**config.mk**
```make
export PLATFORM = sky130hd
export DESIGN_NAME = mc_ctrl
export DESIGN_NICKNAME = d
export VERILOG_FILES = /design/src/rtl/mc_ctrl.sv
export SDC_FILE = /design/constraint.sdc
export NUM_CORES = 1
export LEC_CHECK = 0
export CORE_ASPECT_RATIO = 0.9
export CORE_MARGIN = 2
export CORE_UTILIZATION = 60
export DETAILED_ROUTE_END_ITERATION = 10
export DONT_BUFFER_PORTS = 1
export PLACE_DENSITY = 0.76
export SLEW_MARGIN = 20
export SYNTH_ARGS = -nofsm -noshare
export SYNTH_HDL_FRONTEND = slang
export SYNTH_SLANG_ARGS = --single-unit
```
**constraint.sdc**
```tcl
create_clock -name clk -period 5.7 [get_ports clk]
set_input_delay 1.14 -clock clk [delete_from_list [all_inputs] [get_ports clk]]
set_output_delay 1.14 -clock clk [all_outputs]
set_load 0.03 [all_outputs]
```
**src/rtl/mc_ctrl.sv**
```systemverilog
// Multi-cycle MIPS control unit: sequences FETCH/DECODE/EXEC/MEM/WB, decodes the
// instruction register fields and drives ALU control, mux selects and write strobes.
module mc_ctrl #(
  parameter int CNT_W = 32
) (
  input  logic             clk,
  input  logic             reset_n,
  input  logic [5:0]       opcode,
  input  logic [5:0]       funct,
  input  logic             beq_flag,
  output logic [2:0]       state,
  output logic             pc_we,
  output logic             ir_we,
  output logic             reg_we,
  output logic             mem_we,
  output logic [2:0]       alu_op,
  output logic             alusrc,
  output logic             ext_op,
  output logic [1:0]       regdst,
  output logic [1:0]       memtoreg,
  output logic [1:0]       npc_sel,
  output logic [CNT_W-1:0] instr_cnt,
  output logic [CNT_W-1:0] cycle_cnt
);

  typedef enum logic [2:0] {
    S_FETCH  = 3'd0,
    S_DECODE = 3'd1,
    S_EXEC   = 3'd2,
    S_MEM    = 3'd3,
    S_WB     = 3'd4
  } state_t;

  typedef enum logic [3:0] {
    C_ADDU, C_SUBU, C_JR, C_ORI, C_LUI, C_LW, C_SW, C_BEQ, C_J, C_JAL, C_OTHER
  } cls_t;

  state_t     cur, nxt;
  cls_t       cls;
  logic       pc_we_c, ir_we_c, reg_we_c, mem_we_c;
  logic [2:0] alu_op_c;
  logic       alusrc_c, ext_op_c;
  logic [1:0] regdst_c, memtoreg_c, npc_sel_c;

  assign state = cur;

  // NOTE: every combinational output gets a default before the case so no latch is inferred.
  always_comb begin
    cls = C_OTHER;
    case (opcode)
      6'b000000: begin
        case (funct)
          6'b100001: cls = C_ADDU;
          6'b100011: cls = C_SUBU;
          6'b001000: cls = C_JR;
          default:   cls = C_OTHER;
        endcase
      end
      6'b001101: cls = C_ORI;
      6'b001111: cls = C_LUI;
      6'b100011: cls = C_LW;
      6'b101011: cls = C_SW;
      6'b000100: cls = C_BEQ;
      6'b000010: cls = C_J;
      6'b000011: cls = C_JAL;
      default:   cls = C_OTHER;
    endcase
  end

  always_comb begin
    nxt        = S_FETCH;
    pc_we_c    = 1'b0;
    ir_we_c    = 1'b0;
    reg_we_c   = 1'b0;
    mem_we_c   = 1'b0;
    alu_op_c   = 3'b010;
    alusrc_c   = 1'b0;
    ext_op_c   = 1'b1;
    regdst_c   = 2'b00;
    memtoreg_c = 2'b00;
    npc_sel_c  = 2'b00;
    case (cur)
      S_FETCH: begin
        ir_we_c = 1'b1;
        pc_we_c = 1'b1;
        nxt     = S_DECODE;
      end
      S_DECODE: begin
        case (cls)
          C_J: begin
            pc_we_c   = 1'b1;
            npc_sel_c = 2'b10;
          end
          C_JAL: begin
            pc_we_c    = 1'b1;
            npc_sel_c  = 2'b10;
            reg_we_c   = 1'b1;
            regdst_c   = 2'b10;
            memtoreg_c = 2'b10;
          end
          C_JR: begin
            pc_we_c   = 1'b1;
            npc_sel_c = 2'b11;
          end
          C_OTHER: nxt = S_FETCH;
          default: nxt = S_EXEC;
        endcase
      end
      S_EXEC: begin
        case (cls)
          C_ADDU: nxt = S_WB;
          C_SUBU: begin
            alu_op_c = 3'b011;
            nxt      = S_WB;
          end
          C_ORI: begin
            alu_op_c = 3'b001;
            alusrc_c = 1'b1;
            ext_op_c = 1'b0;
            nxt      = S_WB;
          end
          C_LUI: begin
            alu_op_c = 3'b110;
            alusrc_c = 1'b1;
            nxt      = S_WB;
          end
          C_LW, C_SW: begin
            alusrc_c = 1'b1;
            nxt      = S_MEM;
          end
          C_BEQ: begin
            alu_op_c = 3'b011;
            if (beq_flag) begin
              pc_we_c   = 1'b1;
              npc_sel_c = 2'b01;
            end
          end
          default: nxt = S_FETCH;
        endcase
      end
      S_MEM: begin
        alusrc_c = 1'b1;
        if (cls == C_SW) mem_we_c = 1'b1;
        else if (cls == C_LW) nxt = S_WB;
      end
      S_WB: begin
        reg_we_c   = 1'b1;
        regdst_c   = (cls == C_ADDU || cls == C_SUBU) ? 2'b01 : 2'b00;
        memtoreg_c = (cls == C_LW) ? 2'b01 : 2'b00;
      end
      default: nxt = S_FETCH;
    endcase
  end

  // Reset gates the outputs combinationally so a strobe dies the moment reset_n falls.
  assign pc_we    = reset_n & pc_we_c;
  assign ir_we    = reset_n & ir_we_c;
  assign reg_we   = reset_n & reg_we_c;
  assign mem_we   = reset_n & mem_we_c;
  assign alu_op   = reset_n ? alu_op_c   : 3'b010;
  assign alusrc   = reset_n & alusrc_c;
  assign ext_op   = reset_n & ext_op_c;
  assign regdst   = reset_n ? regdst_c   : 2'b00;
  assign memtoreg = reset_n ? memtoreg_c : 2'b00;
  assign npc_sel  = reset_n ? npc_sel_c  : 2'b00;

  // NOTE: sequential state uses non-blocking assignments so all registers update together.
  always_ff @(posedge clk or negedge reset_n) begin
    if (!reset_n) begin
      cur       <= S_FETCH;
      cycle_cnt <= '0;
      instr_cnt <= '0;
    end else begin
      cur       <= nxt;
      cycle_cnt <= cycle_cnt + CNT_W'(1);
      if (nxt == S_FETCH && cur != S_FETCH) instr_cnt <= instr_cnt + CNT_W'(1);
    end
  end

endmodule
```
======== Word-level counts from Yosys, hierarchy flattened ========
Index checks and enable logic that the tools add are counted.
word-level totals
  bits in registers ....................... 67
  input port bits ......................... 15
  output and inout port bits .............. 82
  word-level logic and storage cells ...... 84
cells by class
  $add $sub $neg .......................... 2
  eq/ne operators ......................... 24
  muxes and demuxes ....................... 35
  bitwise logic cells ..................... 6
  reductions and logical operators ........ 14
operators with widths
  operator                 number
  $add A32 B1 Y32 const B  2
  $pmux W4 S8              1
  $eq A6 B6 Y1 const B     4
  $eq A6 B4 Y1 const B     3
  $eq A4 B3 Y1 const B     4
  $pmux W2 S2              4
  $mux W1                  14
  $eq A4 B4 Y1 const B     3
  $eq A6 B2 Y1 const B     2
  $mux W3                  4
  $pmux W3 S4              1
  $pmux W4 S3              1
  $reduce_or A4 Y1         3
  $mux W2                  5
  $pmux W3 S3              1
  $eq A4 B2 Y1 const B     2
  $and A1 B1 Y1            6
  $eq A3 B2 Y1 const B     2
  $eq A6 B3 Y1 const B     1
  $logic_not A3 Y1         2
  $logic_not A6 Y1         1
  $pmux W3 S2              1
  $reduce_or A2 Y1         3
  $eq A4 B1 Y1 const B     1
  other kinds (9)          10

======== Depth between registers and ports, before layout ========
Gate-level depths: netlist (run 1).
  depth in word-level cells ............... 9
  depth in mapped cells ................... 9

======== Worst setup path after synthesis (run 1) ========
OpenSTA, ideal clock, no wires.
  path kind ............................... input port to output port
  from .................................... input opcode[3]
  to ...................................... output mem_we
  arrival time ............................ 3.210 ns
  required time ........................... 4.560 ns
  slack ................................... 1.350 ns
  stages .................................. 5
  path through ............................ or3_1 > a211o_1 > a21oi_1 > nand2b_1 > nor4_1
between the ends
  word-level cells in the longest chain between the ends .. 6
ends and longest elaborated chain
  item                                  RTL line  source
  start, declared                       8         input logic [5:0] opcode,
  $eq A6 B2 Y1 (tied with other cells)  50        case (opcode)
  $pmux W4 S8 (*)                       50
  $eq A4 B3 Y1 (*)                      143       if (cls == C_SW) mem_we_c = 1'b1;
  $mux W1 (*)                           143
  $mux W1 (*)                           82        case (cur)
  $and A1 B1 Y1 (*)                     159       assign mem_we = reset_n & mem_we_c;
  end, declared                         15        output logic mem_we,
Mark *: on every way between the ends. The rest lies on a longest branch, timed or not.

======== Final worst setup path (run 1) ========
  from .................................... input opcode[5]
  to ...................................... output reg_we
between the ends
  word-level cells in the longest chain between the ends .. 6
ends and longest elaborated chain
  item                                  RTL line  source
  $eq A6 B2 Y1 (tied with other cells)  50
  $pmux W4 S8 (*)                       50
  $eq A4 B4 Y1 (*)                      89        case (cls)
  $mux W1 (*)                           89
  $pmux W1 S2 (*)                       82
  $and A1 B1 Y1 (*)                     158       assign reg_we = reset_n & reg_we_c;
  end, declared                         14        output logic reg_we,
Marked as above.

==> flow_summary.json, run 1 <==
{
  "wirelength_mm": 7.722,
  "maxCapViolCount": 0,
  "pwr-share-seq_pct": 52.3,
  "power_frac_comb_pct": 10.1,
  "syn_area_per_cell_um2": 10.10,
  "drc_errors": 0,
  "syn-num-nets": 383,
  "grt_max_degree": 75,
  "finalHoldViolations": 0,
  "clk_latency_ns": 0.33,
  "ys_async_sr_fraction_pct": 100.0,
  "crit_cells": 4,
  "synth_top_area_share_pct": 45.36,
  "drive_gt1_share_pct": 10.33,
  "synth_edf_count": 0,
  "cts.hold.buffers_added": 0,
  "synth-simple-area-share_pct": 28.98,
  "endpoint_kind": "output port",
  "htreeDepth": 3,
  "cp_max_fo": 11,
  "synth_compound_area_share_pct": 6.466,
  "synth_top_cells_by_area": "dfrtp_1 45%, xor2_1 8.8%, xnor2_1 5.7%",
  "cts_sinks": 67,
  "dieArea_um2": 6805,
  "synthFlopType": "dfrtp_1",
  "die-width_um": 86.73,
  "pwr-share-clk_pct": 37.6,
  "slew_viol_final": 0,
  "synth_cell_types": 50,
  "drtIter0Drc": 223,
  "synth_area_um2": 3696,
  "clkTransAtPathRegs_ns": 0.07,
  "startpoint": "opcode[5]",
  "finalSetupTns_ns": 0,
  "outcome": "completed",
  "critPathKind": "in2out",
  "critPathArrivalTime_ns": 3.49,
  "worst-path-buf-inv": 0,
  "place.port_buffers": 0,
  "crit_slowest_cell": "o31ai_1",
  "cts_buffers": 9,
  "place_hpwl_mm": 5.302,
  "via_count": 2760,
  "synth_top_family_by_area": "simple AND/OR/NAND/NOR gates",
  "r2r-start": "state[1]$_DFF_PN0_",
  "layout.nets": 381,
  "antenna_left": 0,
  "slew_headroom_pct": 39.17,
  "powerDensity_nw_per_um2": 288.1,
  "period_needed_ns": 4.629,
  "core-area_um2": 6047,
  "start_util_pct": 61.12,
  "synth_warnings": 0,
  "grt_antenna_before_repair": 0,
  "crit_required_ns": 4.56,
  "place.gp.congestion": 0.9777,
  "post-route-period-util_pct": 81.21,
  "ys_seq_elements": 67,
  "worst_slack_ns": 1.071,
  "cpPeakStageDelay_ns": 0.75,
  "r2r_end": "instr_cnt[1]$_DFFE_PN0P_",
  "rsz0062_at_grt": "false",
  "path_cells": "or4_4, o31ai_1, and4_1, a31o_2",
  "switching_share_pct": 29.30,
  "ir_drop_mv": 0.1974,
  "crit_path_end": "reg_we",
  "wire_per_inst_um": 17.55,
  "grt_pass1_vias": 2661,
  "reg2reg_setup_slack_ns": 2.49,
  "p_leak_nw": 1.768,
  "r2r_cells": 6,
  "fin_skew_ns": 0.004453,
  "root_buffer": "clkbuf_8",
  "synth.area.mux_share_pct": 0.6770,
  "diodes": 0,
  "track_usage_pct": 23.54,
  "synth_fa_ha_area_share_pct": 0.6770,
  "worst_pin_slew_ns": 0.9055,
  "num_rows": 27,
  "ctsResizeCount": 0,
  "grt-ovfl-total": 0,
  "finalSetupViolCount": 0,
  "area_delta_synth_final_pct": 6.500,
  "start_kind": "input pin",
  "viasPerCell": 6.273,
  "io_pins": 97,
  "grt_pass1_wl_mm": 12.70,
  "yosysTopAreaCell": "dfrtp_1",
  "power.switching_mw": 0.3322,
  "max_freq_ghz": 0.2160,
  "synthXorXnorAreaFrac_pct": 14.45,
  "fp.dieH_um": 78.46,
  "ys_seq_area_share_pct": 45.36,
  "drt_first_pass_iters": 4,
  "netlist_instances": 366,
  "min_path_type": "in2async",
  "critPathTopFamily": "simple AND/OR/NAND/NOR gates",
  "internal-power_mw": 0.8017,
  "pre_cts_slack_ns": 1.111,
  "cts_tree": "built",
  "clk_path_buf_depth": 2,
  "cts_setup_buffers": 0
}
[worst register-to-register path, cell delays in order (launching register included)]
cell	delay [ns]
dfrtp_1	0.73
nor3b_1	0.59
nand2b_1	0.18
nor4_1	0.36
a31o_2	0.67
or3_4	0.28
mux2_4	0.29
[cell usage after synthesis, types with 3 or more instances]
| cell | count |
|---|---|
| dfrtp_1 | 67 |
| nor4_1 | 25 |
| xor2_1 | 37 |
| nor4_2 | 7 |
| and4_1 | 9 |
| nand2_1 | 29 |
| nand2b_1 | 3 |
| xnor2_1 | 24 |
| buf_6 | 4 |
| and2_1 | 5 |
| clkbuf_1 | 9 |
| nand4_1 | 11 |
| a21o_1 | 3 |
| and3_1 | 9 |
| a21oi_1 | 4 |
| inv_1 | 7 |
| nand3_1 | 32 |
| o21ai_0 | 4 |
| nor3b_1 | 4 |
| nor2_1 | 20 |
| nor3_1 | 7 |
| a211o_1 | 4 |
| nor2b_1 | 4 |
[per-stage QoR]
stage	hold slack (ns)	std cells	utilization (%)	total power [mW]	cell area (µm²)
after detailed placement	0.6612	425	61.54	0.7167	3721
after global routing	0.4707	440	65.09	1.183	3936
after CTS	0.4788	440	65.09	1.149	3936
after global placement	0.6412	425	61.54	0.7134	3721
after floorplan	0.6157	366	-	0.6958	3696
final	0.4942	440	65.09	1.134	3936
[state kept, by name (all words and copies together) (netlist names)]
name / cells
cycle_cnt: 32
instr_cnt: 32
state: 3
[power by group through the flow]
stage | clock network (mW) | logic [mW] | registers [mW]
after floorplan | 0 | 0.108 | 0.588
after global placement | 0 | 0.111 | 0.602
after detailed placement | 0 | 0.115 | 0.602
after CTS | 0.440 | 0.115 | 0.594
after global routing | 0.460 | 0.126 | 0.598
final | 0.426 | 0.115 | 0.593
[layout make-up]
class,instances,area [µm²]
sequential,67,1677
tap,72,90.09
inverter,7,26.28
multi-input combinational,275,1898
clock buffer,10,137.6
fill,486,2111
clock inverter,5,77.57
timing repair buffer,4,30.03
[cell usage in the layout, fill, tap and decap left out, types with 4 or more instances in the layout]
cell type  count
dfrtp_1       67
and2_1         5
nor3_1         7
clkbuf_8      10
a21oi_1        4
o21ai_0        4
nand2_1       29
nor2b_1        4
nor3b_1        4
buf_4          4
and3_1         9
nor2_1        20
nand3_1       32
nor4_1        25
nor4_2         7
a211o_1        4
nand4_1       11
xor2_1        37
inv_1          7
xnor2_1       24
and4_1         9
[per-layer routing]
metal	track usage, %	routed length (µm)	part of all wire, %
met1	32.99	3582	46
met2	34.62	3485	45
met3	7.150	538	7.0
met4	8.438	115	1.5
met5	0	0	0
[how the worst min path moves through the flow]
stage	start	end	slack, ns	depth (start not counted)
global route	reset_n	instr_cnt[7]$_DFFE_PN0P_	0.47	0
detailed placement	cycle_cnt[0]$_DFF_PN0_	cycle_cnt[0]$_DFF_PN0_	0.66	1
CTS	reset_n	instr_cnt[8]$_DFFE_PN0P_	0.48	0
finish	reset_n	instr_cnt[7]$_DFFE_PN0P_	0.49	0
global placement	cycle_cnt[0]$_DFF_PN0_	cycle_cnt[0]$_DFF_PN0_	0.64	1
floorplan	cycle_cnt[0]$_DFF_PN0_	cycle_cnt[0]$_DFF_PN0_	0.62	1
[logic make-up after synthesis]
logic type,count (synthesis)
muxes,2
adders and majority gates,2
AOI/OAI and AO/OA,30
DFF,67
xor gates and xnor gates,61
and+or+nand+nor,180
buffers and inverters,24
Power figures use the tool's default switching activity.
==> inputs of run 2 (changes only) <==
- clock period: 5.7 -> 4.7 ns (I/O delays scaled with it)
==> run 2 against run 1 <==
  * Hold slack lost 0.21 ns
  * Non-clock buffer count up 3
  * Combinational power grew 21%
  * First-iteration DRC count fell by 22%
  * Sequential power increased by 22%
  * Utilization fell by 0.29 points
  * Flip-flop and latch count unchanged
  * Power rose by 13%
==> flow_summary.json, run 2 (same netlist as run 1, synthesis figures left out) <==
{
  "root_buffer": "clkbuf_8",
  "slew_viol_final": 0,
  "drtIter0Drc": 174,
  "worst_pin_slew_ns": 0.9569,
  "endpoint_kind": "output port",
  "grt_antenna_before_repair": 0,
  "antenna_left": 0,
  "max_freq_ghz": 0.2376,
  "pwr-share-seq_pct": 56.1,
  "drt_first_pass_iters": 4,
  "dieArea_um2": 6805,
  "grt_pass1_vias": 2734,
  "outcome": "completed",
  "cts_sinks": 67,
  "wirelength_mm": 7.865,
  "whs_ns": 0.2855,
  "cts.hold.buffers_added": 0,
  "pwr-share-clk_pct": 33.1,
  "die-width_um": 86.73,
  "ctsResizeCount": 0,
  "start_util_pct": 61.12,
  "maxCapViolCount": 0,
  "clk_latency_ns": 0.34,
  "critPathKind": "in2out",
  "cp_max_fo": 11,
  "clk_path_buf_depth": 2,
  "powerDensity_nw_per_um2": 328.2,
  "fin_skew_ns": 0.009516,
  "power_frac_comb_pct": 10.8,
  "io_pins": 97,
  "ir_drop_mv": 0.1861,
  "p_leak_nw": 1.762,
  "finalSetupTns_ns": 0,
  "drive_gt1_share_pct": 11.29,
  "internal-power_mw": 0.8576,
  "final_common_cell": "dfrtp_1",
  "cts_setup_buffers": 0,
  "layout.nets": 384,
  "finalSetupViolCount": 0,
  "fp.dieH_um": 78.46,
  "grt-ovfl-total": 0,
  "finalHoldViolations": 0,
  "slew_headroom_pct": 36.20,
  "start_kind": "input pin",
  "rsz0062_at_grt": "false",
  "track_usage_pct": 24.19,
  "diodes": 0,
  "placed_cells": 428,
  "area_delta_synth_final_pct": 6.026,
  "place.gp.congestion": 0.8981,
  "viasPerCell": 6.322,
  "fin_cells": 444,
  "cts_tree": "built",
  "htreeDepth": 3,
  "min_path_type": "in2async",
  "grt_max_degree": 75,
  "grt_pass1_wl_mm": 13.01,
  "place.port_buffers": 0,
  "clkTransAtPathRegs_ns": 0.07,
  "final_core_util_pct": 64.80,
  "place_hpwl_mm": 5.410,
  "drc_errors": 0,
  "period_needed_ns": 4.208,
  "switching_share_pct": 33.32,
  "cts_buffers": 9,
  "crit_required_ns": 3.76,
  "critPathArrivalTime_ns": 3.27,
  "via_count": 2807,
  "num_rows": 27,
  "power.switching_mw": 0.4286,
  "wire_per_inst_um": 17.71,
  "core-area_um2": 6047,
  "post-route-period-util_pct": 89.53,
  "final_cell_mix": "67 x dfrtp_1, 37 x xor2_1, 32 x nand3_1"
}
run 2: layer usage:
layer	track usage, %	wire length [µm]
met1	32.83	3497
met2	35.92	3703
met3	9.043	589
met4	7.813	74
met5	0	0
run 2: path summary, 6_finish.rpt:
path                                        start                        end  slack (ns)  depth (start not counted)
min in group clk           cycle_cnt[0]$_DFF_PN0_     cycle_cnt[0]$_DFF_PN0_        0.67                          1
hold / removal                            reset_n   instr_cnt[7]$_DFFE_PN0P_        0.29                          0
setup / recovery                        opcode[5]                      pc_we        0.49                          6
max in group asynchronous                 reset_n  instr_cnt[30]$_DFFE_PN0P_        4.28                          0
setup reg to reg               state[1]$_DFF_PN0_   instr_cnt[1]$_DFFE_PN0P_        1.33                          7
hold reg to reg            cycle_cnt[0]$_DFF_PN0_     cycle_cnt[0]$_DFF_PN0_        0.67                          1
run 2: power groups by stage:
stage          registers (mW)  logic, mW  clock network [mW]
2_1_floorplan           0.713      0.130                   0
3_3_place_gp            0.731      0.135                   0
3_5_place_dp            0.732      0.138                   0
4_1_cts                 0.723      0.139               0.434
5_1_grt                 0.730      0.156               0.460
6_report                0.722      0.139               0.426
run 2: critical path, stage by stage:
cell and delay [ns]:
or4_4 0.56, a311oi_2 0.36, a211oi_1 0.18, nor4b_1 0.45
o21ai_0 0.21, a21oi_1 0.57
run 2: area by class of cell:
| cell class | count | area (µm²) |
|---|---|---|
| clock buffers | 9 | 123.9 |
| clock inverters | 7 | 51.30 |
| fillers | 500 | 2128 |
| flip-flops and latches | 67 | 1677 |
| inverters | 7 | 26.28 |
| repair buffers | 7 | 52.55 |
| multi-input cells | 275 | 1898 |
| well taps | 72 | 90.09 |
run 2: per-stage QoR:
stage | setup WS (ns) | power, mW | area [µm²]
final | 0.4920 | 1.286 | 3919
after global routing | 0.3968 | 1.346 | 3919
after CTS | 0.5294 | 1.296 | 3919
after detailed placement | 0.5388 | 0.8707 | 3744
after global placement | 0.6494 | 0.8657 | 3744
after floorplan | 0.7495 | 0.8438 | 3696
==> patch 1: new RTL, config.mk and constraints of run 2 <==
Make the reset (`reset_n`) synchronous in one clocked block.
--- a/src/rtl/mc_ctrl.sv
+++ b/src/rtl/mc_ctrl.sv
@@ -165,7 +165,7 @@
   assign npc_sel  = reset_n ? npc_sel_c  : 2'b00;
 
   // NOTE: sequential state uses non-blocking assignments so all registers update together.
-  always_ff @(posedge clk or negedge reset_n) begin
+  always_ff @(posedge clk) begin
     if (!reset_n) begin
       cur       <= S_FETCH;
       cycle_cnt <= '0;
Check against the original RTL: differs if reset_n is asserted again (counterexample within 4 cycles, from zero or initial values and one cycle with reset_n low); with reset_n held inactive, the same outputs for 10 cycles.
==> patch 1 against run 2 <==
Synthesized cell count grew 21%. Clock skew shrank 0.0021 ns. Synthesized area shrank 1.7%. Cell count grew 15%. Wire length grew 9.4%. Worst setup slack gained 0.60 ns. Sequential cell count is the same. Design area shrank 1.3%.
Power is not compared: it rests on default switching activity, and its combinational part moved more than twofold at a synthesized area within 25%.
==> patch 1: results (changes against run 2) <==
[run_status]
status=complete, no violations

[global_routing]
globalRouteTotalUtil_pct=27.19  ; +3.0 points
grt_pass1_wl_um=14650  ; +13%
grt_max_degree=48  ; -36%
grt_pass1_vias=3085  ; +13%
grt_use_met3_pct=10.85  ; +1.8 points
grtUsageMet1_pct=34.57  ; +1.7 points

[cells_and_area]
nets=452  ; +18%
final_cells=510  ; +15%

[synthesis]
synth_mux_area_share_pct=0  ; -0.68 points
async_reset_ff_share_pct=0  ; -100 points
synth_nets=461  ; +20%
netlist_top_cells_count=dfxtp_1 (67), nor2_1 (46), a21oi_1 (36)
synth_xor_area_share_pct=7.472  ; -7.0 points
seq_area_frac_synth_pct=36.91  ; -8.4 points
syn_inst=444  ; +21%
synth.distinct_cells=57  ; +14%
synth_adder_area_share_pct=0.6887  ; +0.012 points

[setup_path]
critPathArrivalTime_ns=2.67  ; -0.60 ns
r2r_setup_slack_ns=1.74  ; +0.41 ns

[placed_design]
dpl-instance-area_um2=3618  ; -3.3%

[sta]
fin_skew_ns=0.007405  ; -0.002111 ns
whs_ns=0.6073  ; +0.3218 ns

[detailed_routing]
drt-met1-wl_um=3670  ; +4.9%
route.met3.wl_um=799  ; +36%

==> patch 1: path summary, 6_finish.rpt <==
kind / from / to / depth (start not counted)
worst max register to register: instr_cnt[2]$_SDFFE_PN0P_ / instr_cnt[31]$_SDFFE_PN0P_ / 6
worst min register to register: cycle_cnt[0]$_SDFF_PN0_ / cycle_cnt[0]$_SDFF_PN0_ / 1
worst min-delay path: cycle_cnt[0]$_SDFF_PN0_ / cycle_cnt[0]$_SDFF_PN0_ / 1
worst max-delay path: funct[3] / npc_sel[1] / 6
==> patch 1: layout make-up <==
class	count	area [µm²]	share of cell area, %
clock buffer	10	137.6	3.558
clock inverter	6	112.6	2.911
inverter	10	37.54	0.9702
multi-input combinational	340	2100	54.27
sequential	67	1341	34.67
tap	70	87.58	2.264
timing repair buffer	7	52.55	1.358
==> patch 1: worst max-delay path, delay by kind of cell <==
kind	cells	cell delay, ns
AND/OR/NAND/NOR	4	1.28
AO/OA/AOI/OAI	2	0.45
==> patch 2: new RTL, config.mk and constraints of run 2 <==
Without the edit above. `CNT_W`: 32 -> 64.
--- a/src/rtl/mc_ctrl.sv
+++ b/src/rtl/mc_ctrl.sv
@@ -1,7 +1,7 @@
 // Multi-cycle MIPS control unit: sequences FETCH/DECODE/EXEC/MEM/WB, decodes the
 // instruction register fields and drives ALU control, mux selects and write strobes.
 module mc_ctrl #(
-  parameter int CNT_W = 32
+  parameter int CNT_W = 64
 ) (
   input  logic             clk,
   input  logic             reset_n,
Interface: changed (resized cycle_cnt and instr_cnt); port bits go from 97 to 161. The function was not compared with the original's and may differ.
==> patch 2 against run 2 <==
Synthesized area up 78%. Fmax is 14% higher. Sequential cell count rose by 64. Sequential share of layout area grew 2.5 points. Wire length increased by 90%. Design area grew 85%. Sequential power increased by 79%. Synthesized cell count up 73%. Power increased by 120%. Critical path depth is the same. Utilization rose by 2.4 points. Worst setup slack improved by 0.51 ns. Largest power group unchanged. Highest routed layer unchanged.
==> patch 2: results (changes against run 2) <==
[global_routing]
globalRouteTotalUtil_pct=25.41  ; +1.2 points
grt_pass1_wl_um=23510  ; +81%
grt_pass1_vias=4651  ; +70%
grt_max_degree=144  ; +92%

[placed_design]
place_congestion=0.8557  ; -4.7%
place_hpwl_um=10420  ; +93%

[setup_path]
worst_r2r_endpoint=instr_cnt[58]$_DFFE_PN0P_
cp_max_fo=12  ; +1
r2r_setup_slack_ns=1.67  ; +0.34 ns
critPathArrivalTime_ns=2.75  ; -0.52 ns

[run_status]
status=complete, no violations

[clocking]
clkTransAtPathRegs_ns=0.05  ; -0.02 ns
root_buffer=clkbuf_16
clock_latency_ns=0.41  ; +0.07 ns
numCtsBuffers=17  ; +8
htree_levels=4  ; +1

[power_and_ir_drop]
p_leak_nw=3.265  ; +85%
peakVddDrop_v=0.0003960  ; +110%
clkPwrFrac_pct=45.6  ; +13 points
power.switching_w=0.0007443  ; +74%
comb_cell_power_w=0.000225  ; +62%

[detailed_routing]
dr.first_iter.drc_count=386  ; +120%
dr.pass1.iters=5  ; +1
wl_um=14940  ; +90%
via_per_inst=6.388  ; +1.0%
wl_per_cell_um=19.32  ; +9.1%

[sta]
slew_headroom_pct=39.44  ; +3.2 points
fin_skew_ns=0.004923  ; -0.004592 ns

[synthesis]
syn_inst=634  ; +73%
seq_area_frac_synth_pct=49.86  ; +4.5 points
synth.distinct_cells=49  ; -2.0%

[cells_and_area]
fillers=827  ; +65%
syn_to_final_growth_pct=10.09
drive_gt1_share_pct=7.656  ; -3.6 points
nets=645  ; +68%

[patch 2: changes by cell type after synthesis, sizes merged, moves of 5 or more]
cell,change
dfrtp,+64
xnor2,+64
nand4,+40
and3,+32
nand3,+27
nand2,+18
clkbuf,+11
and4,+8
and2,+6
nor4,-5
[patch 2: through the flow]
| stage | area (µm²) | power (W) | hold slack (ns) | setup WS (ns) |
|---|---|---|---|---|
| CTS | 7238 | 0.002807 | 0.2128 | 1.026 |
| finish | 7238 | 0.002789 | 0.2374 | 1.007 |
| global placement | 6655 | 0.001524 | 0.6499 | 1.029 |
| detailed placement | 6655 | 0.001535 | 0.6500 | 1.028 |
| floorplan | 6575 | 0.001483 | 0.6263 | 0.6699 |
| global route | 7238 | 0.002894 | 0.2170 | 0.9083 |
[patch 2: critical path, cell delays in order]
cell	delay (ns)
or4b_4	0.55
a41oi_2	0.27
o2111ai_1	0.25
nor2_1	0.19
a21oi_1	0.09
nor2b_1	0.47
[patch 2: final cells by class]
cell class | count | area [µm²] | area share, %
Sequential cell | 131 | 3278 | 45.29
Timing Repair Buffer | 6 | 45.04 | 0.6223
Inverter | 8 | 30.03 | 0.4149
Clock inverter | 8 | 75.07 | 1.037
Tap cell | 133 | 166.4 | 2.299
Clock buffer | 23 | 508.0 | 7.018
Multi-Input combinational cell | 464 | 3136 | 43.32
[patch 2: how the worst max path moves through the flow]
| stage | cells after the start | slack, ns | endpoint | startpoint |
|---|---|---|---|---|
| 2_1_floorplan | 5 | 0.67 | regdst[0] | opcode[2] |
| 3_3_place_gp | 6 | 1.03 | alusrc | opcode[3] |
| 3_5_place_dp | 6 | 1.03 | alusrc | opcode[3] |
| 4_1_cts | 6 | 1.03 | alusrc | opcode[3] |
| 5_1_grt | 6 | 0.91 | alusrc | opcode[3] |
| 6_report | 6 | 1.01 | alusrc | opcode[3] |
[patch 2: kinds of logic (layout without fill, tap and decap cells)]
| kind of cell | count (synthesis) | count (layout) | share of synthesized area, % |
|---|---|---|---|
| simple gates | 308 | 308 | 26.87 |
| xor+xnor | 126 | 126 | 16.78 |
| mux | 1 | 1 | 0.1713 |
| compound gates | 27 | 27 | 3.483 |
| buf+inv | 39 | 45 | 2.455 |
| flops | 131 | 131 | 49.86 |
| fa+ha+maj | 2 | 2 | 0.3805 |
[patch 2: layer usage]
metal / track usage (%) / part of all wire, % / up-vias
met3: 9.615 / 8.6 / 21
met4: 8.912 / 1.5 / 0
met2: 38.23 / 46 / 202
li1: - / - / 2278
met1: 34.12 / 44 / 2437
met5: 0 / 0 / -
